`config.mk`:
```
export PLATFORM = sky130hd
export DESIGN_NAME = adma_desc_sequencer
export DESIGN_NICKNAME = d
export VERILOG_FILES = /design/src/rtl/adma_desc_sequencer.sv
export SDC_FILE = /design/constraint.sdc
export NUM_CORES = 1
export LEC_CHECK = 0
export ABC_AREA = 1
export BUFFER_PORTS_ARGS = -buffer_cell sky130_fd_sc_hd__clkbuf_2
export CAP_MARGIN = 20
export CORE_MARGIN = 1.5
export CORE_UTILIZATION = 50
export DETAILED_ROUTE_END_ITERATION = 12
export PLACE_DENSITY = 0.79
export RECOVER_POWER = 50
export SYNTH_ARGS = -nofsm -noshare
export SYNTH_HDL_FRONTEND = slang
export SYNTH_SLANG_ARGS = --single-unit
```
`constraint.sdc`:
```
create_clock -name CLK -period 1.9 [get_ports CLK]
set_input_delay 0.285 -clock CLK [delete_from_list [all_inputs] [get_ports CLK]]
set_output_delay 0.285 -clock CLK [all_outputs]
set_load 0.01 [all_outputs]
```
`src/rtl/adma_desc_sequencer.sv`:
```
// adma_desc_sequencer
//   Walks an ADMA2 descriptor table one 64-bit descriptor at a time
//   (ST_STOP -> ST_FDS -> ST_CADR -> ST_TFR) and turns each tran
//   descriptor into a single transfer request for the data mover.
//
// Ports
//   CLK, RESET_n          clock, async active-low reset
//   start, stop_req       walk start pulse / host abort (abort wins)
//   adma_base_addr        first descriptor pointer
//   desc_rd_*             descriptor fetch handshake (req held until ack)
//   xfer_*                transfer launch pulse, buffer addr/len, done
//   adma_sys_addr         current descriptor pointer
//   busy                  not in ST_STOP
//   adma_error_int/state  sticky invalid-descriptor error and its state
//   dma_int               one-cycle pulse when an Int=1 descriptor retires
module adma_desc_sequencer #(
  parameter int ADDR_W = 32
) (
  input  logic              CLK,
  input  logic              RESET_n,
  input  logic              start,
  input  logic              stop_req,
  input  logic [ADDR_W-1:0] adma_base_addr,
  output logic              desc_rd_req,
  output logic [ADDR_W-1:0] desc_rd_addr,
  input  logic              desc_rd_ack,
  input  logic [63:0]       desc_rd_data,
  output logic              xfer_start,
  output logic [ADDR_W-1:0] xfer_addr,
  output logic [16:0]       xfer_len,
  input  logic              xfer_done,
  output logic [ADDR_W-1:0] adma_sys_addr,
  output logic              busy,
  output logic              adma_error_int,
  output logic [1:0]        adma_error_state,
  output logic              dma_int
);

  typedef enum logic [1:0] {
    ST_STOP = 2'b00,
    ST_FDS  = 2'b01,
    ST_CADR = 2'b10,
    ST_TFR  = 2'b11
  } state_t;

  localparam logic [1:0] ACT_TRAN = 2'b10;
  localparam logic [1:0] ACT_LINK = 2'b11;

  state_t              state_q, state_d;
  logic [ADDR_W-1:0]   ptr_q, ptr_d;
  // Only the decoded descriptor fields are kept.
  logic [31:0]         d_addr_q, d_addr_d;
  logic [15:0]         d_len_q, d_len_d;
  logic [1:0]          d_act_q, d_act_d;
  logic                d_int_q, d_int_d;
  logic                d_end_q, d_end_d;
  logic [ADDR_W-1:0]   xaddr_q, xaddr_d;
  logic [16:0]         xlen_q, xlen_d;
  logic                xstart_q, xstart_d;
  logic                rdreq_q, rdreq_d;
  logic                busy_q, busy_d;
  logic                err_q, err_d;
  logic [1:0]          errst_q, errst_d;
  logic                dint_q, dint_d;

  // Reserved descriptor bits carry no meaning here.
  logic                desc_unused;
  assign desc_unused = ^{desc_rd_data[15:6], desc_rd_data[3]};

  always_ff @(posedge CLK or negedge RESET_n) begin
    if (!RESET_n) begin
      state_q  <= ST_STOP;
      ptr_q    <= '0;
      d_addr_q <= '0;
      d_len_q  <= '0;
      d_act_q  <= '0;
      d_int_q  <= 1'b0;
      d_end_q  <= 1'b0;
      xaddr_q  <= '0;
      xlen_q   <= '0;
      xstart_q <= 1'b0;
      rdreq_q  <= 1'b0;
      busy_q   <= 1'b0;
      err_q    <= 1'b0;
      errst_q  <= 2'b00;
      dint_q   <= 1'b0;
    end else begin
      state_q  <= state_d;
      ptr_q    <= ptr_d;
      d_addr_q <= d_addr_d;
      d_len_q  <= d_len_d;
      d_act_q  <= d_act_d;
      d_int_q  <= d_int_d;
      d_end_q  <= d_end_d;
      xaddr_q  <= xaddr_d;
      xlen_q   <= xlen_d;
      xstart_q <= xstart_d;
      rdreq_q  <= rdreq_d;
      busy_q   <= busy_d;
      err_q    <= err_d;
      errst_q  <= errst_d;
      dint_q   <= dint_d;
    end
  end

  always_comb begin
    state_d  = state_q;
    ptr_d    = ptr_q;
    d_addr_d = d_addr_q;
    d_len_d  = d_len_q;
    d_act_d  = d_act_q;
    d_int_d  = d_int_q;
    d_end_d  = d_end_q;
    xaddr_d  = xaddr_q;
    xlen_d   = xlen_q;
    xstart_d = 1'b0;
    err_d    = err_q;
    errst_d  = errst_q;
    dint_d   = 1'b0;

    case (state_q)
      ST_STOP: begin
        if (start) begin
          ptr_d   = adma_base_addr;
          err_d   = 1'b0;
          errst_d = 2'b00;
          state_d = ST_FDS;
        end
      end
      ST_FDS: begin
        if (desc_rd_ack) begin
          d_addr_d = desc_rd_data[63:32];
          d_len_d  = desc_rd_data[31:16];
          d_act_d  = desc_rd_data[5:4];
          d_int_d  = desc_rd_data[2];
          d_end_d  = desc_rd_data[1];
          if (!desc_rd_data[0]) begin
            // Pointer stays on the faulty descriptor for software.
            err_d   = 1'b1;
            errst_d = 2'b01;
            state_d = ST_STOP;
          end else begin
            state_d = ST_CADR;
          end
        end
      end
      ST_CADR: begin
        if (d_act_q == ACT_TRAN) begin
          ptr_d    = ptr_q + ADDR_W'(8);
          xaddr_d  = ADDR_W'(d_addr_q);
          // Zero length encodes a full 64 KiB buffer.
          xlen_d   = (d_len_q == 16'h0) ? 17'h10000 : {1'b0, d_len_q};
          xstart_d = 1'b1;
          state_d  = ST_TFR;
        end else begin
          ptr_d   = (d_act_q == ACT_LINK) ? ADDR_W'(d_addr_q) : ptr_q + ADDR_W'(8);
          dint_d  = d_int_q;
          state_d = d_end_q ? ST_STOP : ST_FDS;
        end
      end
      ST_TFR: begin
        if (xfer_done) begin
          dint_d  = d_int_q;
          state_d = d_end_q ? ST_STOP : ST_FDS;
        end
      end
      default: state_d = ST_STOP;
    endcase

    // Abort overrides everything: no launch, no interrupt, no error.
    if (stop_req) begin
      state_d  = ST_STOP;
      xstart_d = 1'b0;
      dint_d   = 1'b0;
      err_d    = err_q;
      errst_d  = errst_q;
    end

    rdreq_d = (state_d == ST_FDS);
    busy_d  = (state_d != ST_STOP);
  end

  assign desc_rd_req      = rdreq_q;
  assign desc_rd_addr     = ptr_q;
  assign adma_sys_addr    = ptr_q;
  assign xfer_start       = xstart_q;
  assign xfer_addr        = xaddr_q;
  assign xfer_len         = xlen_q;
  assign busy             = busy_q;
  assign adma_error_int   = err_q;
  assign adma_error_state = errst_q;
  assign dma_int          = dint_q;

endmodule

```
Yosys cells after proc, flatten, opt, wreduce, memory -nomap -nowiden
Index checks and enable logic that the tools add are counted.
{"block": "totals", "regBits": 142, "output_inout_bits": 120, "elab_cells": 63}
{"block": "classes", "add_sub_neg": 1, "n_eq_ne": 9, "muxes": 28, "n_bitwise": 1, "reduce_logical": 9}
{"cell": "$mux W32", "count": 3}
{"cell": "$pmux W32 S2", "count": 1}
{"cell": "$add A32 B4 Y32 const B", "count": 1}
{"cell": "$mux W2", "count": 9}
{"cell": "$mux W17", "count": 1}
{"cell": "$logic_not A16 Y1", "count": 1}
{"cell": "$mux W1", "count": 10}
{"cell": "$eq A2 B2 Y1 const B", "count": 4}
{"cell": "$pmux W2 S4", "count": 1}
{"cell": "$ne A2 B2 Y1 const B", "count": 3}
{"cell": "$reduce_and A2 Y1", "count": 3}
{"cell": "$reduce_bool A2 Y1", "count": 3}
{"cell": "$reduce_and A5 Y1", "count": 1}
{"cell": "$eq A2 B1 Y1 const B", "count": 2}
{"cell": "$pmux W1 S2", "count": 2}
{"cell": "$pmux W2 S2", "count": 1}
{"cell": "$logic_not A2 Y1", "count": 1}
{"cell": "$not A1 Y1", "count": 1}

Logic depth before layout (Yosys ltp)
Gate-level depths: netlist of run 1.
{"block": "logic_depth", "word_depth": 5, "ltp_mapped": 10, "mapped_depth_nobuf": 10}

Least setup slack after synthesis of run 1
OpenSTA, ideal clock, no wires.
{"block": "synth_timing", "kind": "register to register", "start": "register ptr_q[3] (netlist: adma_sys_addr[3])", "end": "register ptr_q[29] (netlist: adma_sys_addr[29])", "setup_time_ps": 122, "arrival_time_ps": 1442, "t_required_ps": 1778, "slack_ps": 335, "stages_incl_launch_ff": 11, "n_path_buf": 0, "period_less_slack_ps": 1565, "path_cell_list": "dfrtp_1 -> ha_1 -> nand2_1 -> nor2_2 -> nand2_2 -> nor2_1 -> nand2_1 -> nand2_1 -> nand3_1 -> nand2_1 -> a21oi_1"}
{"block": "synth_between", "elab_chain_cells": 4}
{"item": "start, declared", "line": "50", "text": "logic [ADDR_W-1:0] ptr_q, ptr_d;"}
{"item": "start signal, assigned", "line": "89", "text": "ptr_q <= ptr_d;"}
{"item": "$add A32 B4 Y32 (*)", "line": "149, 156"}
{"item": "$mux W32", "line": "156", "text": "ptr_d = (d_act_q == ACT_LINK) ? ADDR_W'(d_addr_q) : ptr_q + ADDR_W'(8);"}
{"item": "$mux W32 (*)", "line": "148", "text": "if (d_act_q == ACT_TRAN) begin"}
{"item": "$pmux W32 S2 (*)", "line": "121", "text": "case (state_q)"}
Mark *: on every way between the ends. The rest lies on a longest branch, timed or not.
A chain may end at the register's enable or synchronous reset.

Worst setup path after layout of run 1
{"block": "layout_timing", "start": "register state_q[1]", "end": "register ptr_q[8] (netlist: adma_sys_addr[8])"}
{"block": "layout_between", "elab_chain_cells": 3, "elab_cells_between_ends": 6}
{"item": "start, declared", "line": "49", "text": "state_t state_q, state_d;"}
{"item": "start signal, assigned", "line": "88", "text": "state_q <= state_d;"}
{"item": "$eq A2 B2 Y1 / $logic_not A2 Y1 (equally long branches)", "line": "121"}
{"item": "$reduce_bool A2 Y1 (no source line) / $ne A2 B2 Y1 (equally long branches)"}
{"item": "$reduce_and A2 Y1 (no source line)"}
Parallel ways exist; a longest one is shown, timed or not.

==> results of run 1 <==
area by class of cell:
class                           count  area [um2]  share of cell area
Timing Repair Buffer              228        1140               0.136
Tap cell                          176         220              0.0262
Sequential cell                   140        3500               0.416
Clock buffer                       17         425              0.0506
Clock inverter                     15         141              0.0168
Inverter                           79         297              0.0352
Multi-Input combinational cell    542        2690               0.319
routing by layer:
metal / global-route usage / up-vias
met5: 0 / -
met2: 0.417 / 287
li1: - / 3012
met3: 0.0792 / 41
met1: 0.344 / 2958
met4: 0.101 / 0
metrics by stage:
step	setup WS, ps	area, um2	cells	total power, uW
4_1_cts	195	8510	1197	10800
3_5_place_dp	208	7930	1164	7590
3_3_place_gp	255	7930	1164	7470
5_1_grt	37.9	8410	1197	11200
6_report	120	8410	1197	10600
2_1_floorplan	335	6920	829	6320
cell usage after synthesis, types with 4 or more instances:
cell,instances
nand2_1,180
dfrtp_1,140
nor2_1,98
a21oi_1,88
inv_1,73
buf_4,37
nand3_1,36
o21ai_1,33
o21ai_0,27
buf_2,15
mux2_1,14
clkbuf_1,12
nand4_1,8
a22oi_1,6
nor2_2,6
inv_2,5
nand2_2,5
nor2_4,5
buf_6,4
o221ai_1,4
placed cells by master (no fill, tap or decap), drive strengths merged, types with 3 or more instances in the layout:
cell type | Yosys | final
inv | 78 | 81
mux2 | 17 | 17
dfrtp | 140 | 140
xor2 | 3 | 3
nand4 | 8 | 8
nor2 | 111 | 111
clkbuf | 12 | 229
clkinv | 1 | 7
o21ai | 60 | 60
clkinvlp | 0 | 5
o22ai | 3 | 3
o221ai | 4 | 4
a31oi | 3 | 3
nand2 | 186 | 186
nand3 | 39 | 39
buf | 56 | 15
a21oi | 89 | 89
a22oi | 6 | 6
o21bai | 3 | 3
kinds of logic after synthesis:
logic type      Yosys count  synth area share
compound gates          172             0.133
other cells               1          0.000542
flops                   140             0.507
fa+ha+maj                 1           0.00181
buf+inv                 147             0.107
xor+xnor                  3           0.00380
simple gates            348             0.220
mux                      17            0.0277
how the worst min path moves through the flow:
stage              from                  end  cells after the start  slack (ps)
5_1_grt        stop_req           xfer_start                      2          60
3_3_place_gp    RESET_n        xfer_addr[12]                      1         260
2_1_floorplan   RESET_n  adma_error_state[0]                      0         -10
3_5_place_dp    RESET_n        xfer_addr[12]                      1         260
6_report       stop_req           xfer_start                      2          70
4_1_cts        stop_req           xfer_start                      2          60
report_power, final:
part | internal [uW] | switching, uW
logic | 1060 | 1810
clock network | 1810 | 1340
registers | 3880 | 674
total | 6750 | 3820
sequential cells by signal, summed over array words and instances, names as in the netlist:
register          count
d_len_q              16
xfer_addr            32
dma_int               1
state_q               2
d_act_q               2
d_int_q               1
xfer_start            1
busy                  1
xfer_len             17
d_addr_q             32
adma_error_state      1
d_end_q               1
adma_sys_addr        32
desc_rd_req           1
==> impl_results.md, run 1 <==
- Met1 wire length: 7810 um
- Slew HR: 0.625
- WL/cell: 15.5 um
- I/O pins: 222
- Largest net degree at the start of global routing: 52
- # clock sinks: 140
- Largest cells by area after synthesis: dfrtp_1 51%, nand2_1 9.8%, a21oi_1 6.4%, nor2_1 5.3%, buf_4 4.0%
- CP Data Arrival Time: 2040 ps
- First-pass GRT wire length: 29,700 um
- PD cells: 1260 nW/um2
- Static leakage: 0.00426 uW
- Post-CTS Setup Bufs: 0
- Detail Route Antenna Nets: 0
- Initial Utilization: 0.518
- Endpoint class of the critical path: flop
- Hold Fails Final Rpt: 0
- Pre-Repair DR Iteration Count: 5
- Final net count: 1,111
- Core Box Area: 13,300 um2
- Worst Max-Slew Pin Slew: 562 ps
- Synth Cell Area: 6920 um2
- Ys Warns: 0
- Ratio of cells with drive above 1 in the final layout: 0.229
- Max clock buf depth: 2
- Worst IR Drop VDD: 0.000806 V
- Highest routed metal layer: met4
- Via count: 6,298
- Crit start category: flop
- Critical Path Max Stage Delay: 530 ps
- Asr flop ratio synth: 1.00
- Clk_skew: 8.70 ps
- Worst setup startpoint: state_q[1]
- R2r endpoint: adma_sys_addr[8]
- Required @ worst endpoint: 2160 ps
- Routed vias/inst: 5.26
- Die extent in y: 121 um
- Number of synthesized register bits: 140
- Seq/Total Area, Yosys: 0.507
- Crit-path max FO: 29
- Buf/Inv on CP: 1
- Syn Nets: 932
- Min Hold Slack: 69.9 ps
- Clk pin slew, worst setup/hold paths: 60 ps
- FF-to-FF Start: state_q[1]
- Final wirelength: 18,600 um
- Cell variety after synth: 39
- Cts bufs inserted: 17
- Hold buffers post-CTS: 1
- Max frequency: 562 MHz
- CTS tree: done
- CP Class: flop to flop
- Ant diodes: 0
- Mean post-synth cell area: 8.34 um2
- Clk_lat worst skew: 420 ps
- Critical path's top delay family: compound AO/OA/AOI/OAI gates
- Met2 routed WL: 8750 um
- R2R depth: 4
- Initial antenna violation count: 0
- Top cell type's share of synthesized area: 0.507
- Minimum clock period after layout: 1780 ps
- # fillers: 1,208
- CP endpoint: adma_sys_addr[8]
- Die Area: 14,500 um2
- Setup slack, reg-to-reg: 120 ps
- Row count: 42
- Root buffer cell: clkbuf_16
- Critical-path top delay cell: dfrtp_1
- DRT iter0 DRCs: 466
- Area delta synth->final: 21.7%
- Max cap viols: 0
- H-tree levels: 4
- # port buffers: 209
- Resized Gates After CTS: 0
- Critical Path, Cell by Cell: nand2_4, buf_12, a221oi_1, a22oi_1
- Die Span X: 121 um
- Yosys top cell by area: dfrtp_1
- Gr usage total: 0.264
- RSZ-0062 raised after global routing: no
- Vias in the first global route: 5,988
- Synth Flop Type: dfrtp_1
- Final setup violation count: 0
- CP Depth: 4
- Hold Path Class: input pin to flop
- Routability Congestion: 0.897
- Met3 routed wirelength: 1470 um
- Post-synth EDFFs: 0
- Crit share post-route: 0.937
- Slew Limit Fails: 0
- Post-route setup TNS: 0 ps
- Core Util, Final: 0.630
- Grt ovf: 0
- Post-Synthesis Cells: 829
- Outcome: complete, no violations
- Hpwl dp: 13,600 um
- DRC: 0
(Power assumes the default switching activity.)
==> inputs of run 2 (changes only) <==
==> constraint.sdc (replaced) <==
create_clock -name CLK -period 1.9 [get_ports CLK]
set_input_delay 0.38 -clock CLK [delete_from_list [all_inputs] [get_ports CLK]]
set_output_delay 0.38 -clock CLK [all_outputs]
set_load 0.01 [all_outputs]
==> run 2 against run 1 <==
Via count shrank 1.6%. Global-route usage rose by 0.34 points. Register-to-register slack gained 50 ps. Power up 2.3%. Clock-buffer cell count up 3. Die area did not move. Flip-flop and latch count unchanged. Final cell count fell by 0.25%. Critical path depth is 2 higher. Worst hold slack improved by 93 ps. Worst setup slack better by 46 ps. Fmax is 2.7% higher. Critical path type unchanged. Critical endpoint is now adma_sys_addr[22]. Largest cell class unchanged. Highest routed layer unchanged.
==> impl_results.md, run 2 (synthesis results as in run 1) <==
- Outcome: complete, no violations
- Max clock buf depth: 2 (unchanged)
- # fillers: 1,159 (-4.1%)
- I/O pins: 222 (unchanged)
- CP Data Arrival Time: 2080 ps (+40 ps)
- Final setup violation count: 0 (unchanged)
- Crit share post-route: 0.913 (-0.0244)
- Grt ovf: 0 (unchanged)
- Required @ worst endpoint: 2250 ps (+90 ps)
- Worst IR Drop VDD: 0.000737 V (-8.6%)
- Root buffer cell: clkbuf_16
- Largest net degree at the start of global routing: 47 (-9.6%)
- H-tree levels: 4 (unchanged)
- Slew HR: 0.358 (-0.268)
- Clk_skew: 7.00 ps (-1.70 ps)
- Ratio of cells with drive above 1 in the final layout: 0.226 (-0.00325)
- Die Span X: 121 um (unchanged)
- Clk_lat worst skew: 420 ps (about the same)
- Area delta synth->final: 22.1%
- Initial Utilization: 0.518 (unchanged)
- RSZ-0062 raised after global routing: no
- Detail Route Antenna Nets: 0 (unchanged)
- Place WS: 202 ps (-5.85 ps)
- Post-route setup slack: 166 ps (+46.3 ps)
- Slew Limit Fails: 0 (unchanged)
- First-pass GRT wire length: 30,000 um (+1.0%)
- Buf/Inv on CP: 2 (+1)
- Core Box Area: 13,300 um2 (unchanged)
- Initial antenna violation count: 0 (unchanged)
- Vias in the first global route: 5,932 (-0.94%)
- Worst Max-Slew Pin Slew: 963 ps (+402 ps)
- Resized Gates After CTS: 0 (unchanged)
- Via count: 6,199 (-1.6%)
- DRT iter0 DRCs: 491 (+5.4%)
- Hpwl dp: 13,600 um (about the same)
- WL/cell: 15.6 um (+0.43%)
- Post-CTS Setup Bufs: 0 (unchanged)
- Post-route setup TNS: 0 ps (unchanged)
- Final net count: 1,110 (-0.090%)
- Most frequent cells in the layout: 179 x nand2_1, 151 x clkbuf_2, 140 x dfrtp_1, 98 x nor2_1, 88 x a21oi_1
- Gr usage total: 0.267 (+0.00336)
- Die extent in y: 121 um (unchanged)
- Total power: 10,800 uW (+2.3%)
- Routability Congestion: 0.891 (-0.60%)
- Die Area: 14,500 um2 (unchanged)
- CP Class: flop to flop
- Critical path's top delay family: flip-flops
- Hold Path Class: input pin to flop
- Core Util, Final: 0.633 (+0.00253)
- Crit start category: flop
- Pre-Repair DR Iteration Count: 5 (unchanged)
- Max cap viols: 0 (unchanged)
- Crit-path max FO: 13 (-55%)
- Endpoint class of the critical path: flop
- Static leakage: 0.00428 uW (+0.61%)
- Final wirelength: 18,600 um (+0.18%)
- DRC: 0 (unchanged)
- Non-Filler Instances: 1,194 (-0.25%)
- PD cells: 1280 nW/um2 (+1.8%)
- # clock sinks: 140 (unchanged)
- CTS tree: done
- Ant diodes: 0 (unchanged)
- Critical Path Max Stage Delay: 530 ps (about the same)
- Row count: 42 (unchanged)
- Max frequency: 577 MHz (+2.7%)
- Minimum clock period after layout: 1730 ps (-46.3 ps)
- Routed vias/inst: 5.19 (-1.3%)
- Placed Cells: 1,163 (-0.086%)
- Critical Path, Cell by Cell: nand2_4, nor2_8, inv_2, o21ai_0, inv_1, a21oi_1
- Most common cell after layout, fill and taps aside: nand2_1
- Critical-path top delay cell: dfrtp_1
- Cts bufs inserted: 17 (unchanged)
- Clk pin slew, worst setup/hold paths: 60 ps (about the same)
- # port buffers: 209 (unchanged)
- Hold Fails Final Rpt: 0 (unchanged)
[run 2: cell count changes in the layout (fill, tap and decap cells not counted)]
| cell | before | now |
|---|---|---|
| bufinv_16 | 1 | 3 |
| buf_6 | 1 | 2 |
| inv_8 | 1 | 0 |
| clkinvlp_4 | 5 | 1 |
| clkbuf_1 | 58 | 59 |
| inv_6 | 2 | 0 |
| clkbuf_2 | 153 | 151 |
| clkbuf_8 | 0 | 2 |
[run 2: final timing paths]
kind                                  start  depth (start not counted)                 to  slack [ps]
max                              state_q[1]                          6  adma_sys_addr[22]         170
min                        desc_rd_data[18]                          2         d_len_q[2]         160
max reg2reg                      state_q[1]                          6  adma_sys_addr[22]         170
min reg2reg                     xfer_len[0]                          2        xfer_len[0]         480
max in group asynchronous           RESET_n                          3        xfer_len[4]         300
min in group asynchronous           RESET_n                          2      xfer_addr[10]         660
[run 2: where the power goes]
part	leakage, uW	switching, uW	internal (uW)
Sequential	0.00166	680	3880
Clock	0.000292	1260	2120
Combinational	0.00233	1810	1060
[run 2: per-layer routing]
layer  up-vias  wire [um]  part of all wire  global-route usage
met5         -          0                 0                   0
met4         0        535             0.029               0.108
met3        36       1420             0.077              0.0769
met2       237       8790              0.47               0.423
met1      2922       7850              0.42               0.347
li1       3004          -                 -                   -
[run 2: through the flow]
| step | hold slack, ps | cell area (um2) |
|---|---|---|
| final | 163 | 8450 |
| after global routing | 158 | 8450 |
| after detailed placement | 312 | 7940 |
| after CTS | 152 | 8540 |
| after global placement | 311 | 7940 |
| after floorplan | 84.4 | 6920 |
[run 2: final cells by class]
type / instances / area, um2 / share of cell area
Sequential cell: 140 / 3500 / 0.415
Multi-Input combinational cell: 542 / 2690 / 0.318
Timing Repair Buffer: 227 / 1140 / 0.135
Clock buffer: 20 / 457 / 0.0541
Inverter: 79 / 297 / 0.0351
Tap cell: 176 / 220 / 0.0261
Clock inverter: 10 / 143 / 0.0169
[run 2: worst register-to-register path, cell delays in order, from the launching register on]
cell     delay, ps
dfrtp_1        530
nand2_4        230
nor2_8         220
inv_2          150
o21ai_0        310
inv_1           80
a21oi_1        140
[run 2: timing repair]
| action | CTS | global route |
|---|---|---|
| hold buffers | 1 | 0 |
| setup endpoints to repair | 0 | 0 |
| hold endpoints to repair | 35 | 0 |
==> inputs of run 3 (changes only) <==
--- a/config.mk
+++ b/config.mk
@@ -7,3 +7,3 @@
 export LEC_CHECK = 0
-export ABC_AREA = 1
+export ABC_AREA = 0
 export BUFFER_PORTS_ARGS = -buffer_cell sky130_fd_sc_hd__clkbuf_2
==> constraint.sdc (replaced) <==
create_clock -name CLK -period 1.9 [get_ports CLK]
set_input_delay 0.19 -clock CLK [delete_from_list [all_inputs] [get_ports CLK]]
set_output_delay 0.19 -clock CLK [all_outputs]
set_load 0.01 [all_outputs]
==> run 3 against run 2 <==
Fmax decreased by 5.2%. Worst hold slack got worse by 160 ps. Routed wire length increased by 5.5%. Clock skew increased by 4.8 ps. Power decreased by 6.2%. Synthesized cell count decreased by 22%. Via count decreased by 2.9%. Core utilization increased by 6.3 points. Clock-buffer cell count increased by 1.
==> impl_results.md, run 3 <==
- First-pass GRT wire length: 31,300 um (+4.4%)
- Max cap viols: 0 (unchanged)
- Detail Route Antenna Nets: 0 (unchanged)
- I/O pins: 222 (unchanged)
- Mean post-synth cell area: 10.2 um2 (+23%)
- Ratio of cells with drive above 1 in the final layout: 0.333 (+0.107)
- # clock sinks: 140 (unchanged)
- Final setup violation count: 0 (unchanged)
- Max clock buf depth: 2 (unchanged)
- CTS tree: done
- Total power: 10,100 uW (-6.2%)
- Crit start category: flop
- Required @ worst endpoint: 2200 ps (-50 ps)
- Syn Nets: 749 (-20%)
- Seq/Total Area, Yosys: 0.530 (+0.0230)
- Ant diodes: 0 (unchanged)
- Setup slack, reg-to-reg: 70 ps (-100 ps)
- Crit-path max FO: 7 (-6)
- Core Box Area: 12,800 um2 (-4.3%)
- Clk pin slew, worst setup/hold paths: 60 ps (about the same)
- Area delta synth->final: 34.3%
- Synth Flop Type: dfrtp_1
- Routed vias/inst: 5.55 (+6.8%)
- Max frequency: 547 MHz (-5.2%)
- Non-Filler Instances: 1,085 (-9.1%)
- Clk_lat worst skew: 430 ps (about the same)
- Clk_skew: 11.8 ps (+4.77 ps)
- Hold Path Class: input pin to flop
- Worst Max-Slew Pin Slew: 1040 ps (+75.6 ps)
- Post-Synthesis Cells: 646 (-22%)
- Die Span X: 118 um (-2.1%)
- Vias in the first global route: 5,997 (+1.1%)
- Final wirelength: 19,600 um (+5.5%)
- Largest net degree at the start of global routing: 41 (-13%)
- Static leakage: 0.00428 uW (-0.13%)
- Gr usage total: 0.288 (+0.0207)
- Grt ovf: 0 (unchanged)
- Asr flop ratio synth: 1.00 (unchanged)
- Top cell type's share of synthesized area: 0.530 (+0.0230)
- Pre-Repair DR Iteration Count: 5 (unchanged)
- Synth Cell Area: 6620 um2 (-4.3%)
- Most frequent cell after synthesis: nand2_1
- Die extent in y: 118 um (-2.1%)
- DRT iter0 DRCs: 461 (-6.1%)
- Placed Cells: 1,011 (-13%)
- Hold path endpoint: d_len_q[8]
- Yosys top cell by area: dfrtp_1
- Worst IR Drop VDD: 0.000791 V (+7.3%)
- Final net count: 1,003 (-9.6%)
- R2r endpoint: adma_sys_addr[30]
- DRC: 0 (unchanged)
- Hpwl dp: 13,300 um (-1.7%)
- Crit share post-route: 0.963 (+0.0500)
- Ys Warns: 0 (unchanged)
- Cts bufs inserted: 17 (unchanged)
- RSZ-0062 raised after global routing: no
- Outcome: complete, no violations
- Via count: 6,018 (-2.9%)
- Post-route setup slack: 71.2 ps (-95.1 ps)
- Die Area: 13,900 um2 (-4.2%)
- Endpoint class of the critical path: flop
- CP Data Arrival Time: 2130 ps (+50 ps)
- Initial antenna violation count: 0 (unchanged)
- H-tree levels: 4 (unchanged)
- CP Class: flop to flop
- Number of synthesized register bits: 140 (unchanged)
- Most frequent cells in the layout: 155 x clkbuf_2, 144 x nand2_1, 140 x dfrtp_1, 61 x clkbuf_1, 52 x mux2_2
- Routability Congestion: 0.900 (+0.99%)
- Worst hold stages: 2 (unchanged)
- Post-synth EDFFs: 0 (unchanged)
- Place WS: -20.8 ps (-223 ps)
- Cell variety after synth: 60 (+54%)
- Initial Utilization: 0.518 (about the same)
- FF-to-FF Start: adma_sys_addr[5]
- WL/cell: 18.1 um (+16%)
- Row count: 41 (-2.4%)
- # fillers: 966 (-17%)
- # port buffers: 209 (unchanged)
- Hold Fails Final Rpt: 0 (unchanged)
- Core Util, Final: 0.695 (+0.0625)
- Minimum clock period after layout: 1830 ps (+95.1 ps)
- PD cells: 1140 nW/um2 (-11%)
- Most common library cells after synthesis: 145 x nand2_1, 140 x dfrtp_1, 52 x mux2_2
- Slew Limit Fails: 0 (unchanged)
- Min-delay src: desc_rd_data[24]
- Largest cells by area after synthesis: dfrtp_1 53%, mux2_2 8.9%, nand2_1 8.2%, buf_4 4.0%, a21oi_1 2.9%
- R2R depth: 5 (-1)
- Most common cell after layout, fill and taps aside: clkbuf_2
- Slew HR: 0.307 (-0.0504)
- Root buffer cell: clkbuf_16
- Post-CTS Setup Bufs: 0 (unchanged)
==> run 3: cell types whose count changed in the layout (fill, tap and decap cells not counted), sizes merged, moves of 13 or more <==
cell	before	now
nand2	186	145
a22o	0	13
nor2	111	25
o21ai	60	15
a21oi	89	38
nand3	39	7
inv	78	14
dlygate4sd3	1	42
buf	16	49
mux2	17	52
==> run 3: power breakdown <==
part           switching (uW)  internal (uW)
Combinational            1340           1160
Clock                    1330           2020
Sequential                586           3700
==> run 3: what timing repair did <==
item,CTS,global route
gates resized for setup,1,5
endpoints found under the hold margin,76,0
hold buffers,42,0
pin swaps,0,0
endpoints found under the setup margin,2,11
==> run 3: area by class of cell <==
type                    instances  area, um2  area share
inverters                      10       37.5     0.00423
clock buffers                  21        460      0.0518
repair buffers                306       1840       0.207
well taps                     172        215      0.0242
flip-flops and latches        140       3500       0.394
clock inverters                11        131      0.0148
multi-input cells             425       2690       0.303
==> run 3: cells by family after synthesis <==
logic type | count (synthesis) | synth area share
multiplexers | 54 | 0.0915
other | 1 | 0.000567
buffers and inverters | 81 | 0.0686
AO/OA/AOI/OAI | 128 | 0.135
adder cells (fa/ha/maj) | 1 | 0.00189
XOR/XNOR | 9 | 0.0119
flip-flops | 140 | 0.530
AND/OR/NAND/NOR | 232 | 0.161
==> run 3: worst max path at each step <==
stage / start / to / slack (ps)
4_1_cts: adma_sys_addr[4] / adma_sys_addr[31] / 20
3_5_place_dp: adma_sys_addr[4] / adma_sys_addr[23] / -20
2_1_floorplan: adma_sys_addr[12] / adma_sys_addr[30] / 70
3_3_place_gp: adma_sys_addr[4] / adma_sys_addr[23] / 100
5_1_grt: adma_sys_addr[5] / adma_sys_addr[30] / 10
6_report: adma_sys_addr[5] / adma_sys_addr[30] / 70
==> run 3: critical path, cell delays in order (launching register included) <==
cell,delay [ps]
dfrtp_1,450
and4_1,260
nand2_1,160
or3_4,430
a2111oi_4,320
nor3_1,70
==> run 3: per-stage QoR <==
step	setup TNS (ps)	hold WS, ps	area [um2]
finish	0	6.19	8880
global route	0	7.97	8880
CTS	0	0.259	8970
detailed placement	-34.7	133	7960
global placement	0	134	7960
floorplan	0	-106	6620
==> run 3: metal layers <==
| metal | vias up | wire [um] | global-route usage |
|---|---|---|---|
| li1 | 2752 | - | - |
| met1 | 2954 | 8030 | 0.361 |
| met2 | 272 | 9620 | 0.470 |
| met3 | 40 | 1400 | 0.0766 |
| met4 | 0 | 573 | 0.126 |
| met5 | - | 0 | 0 |
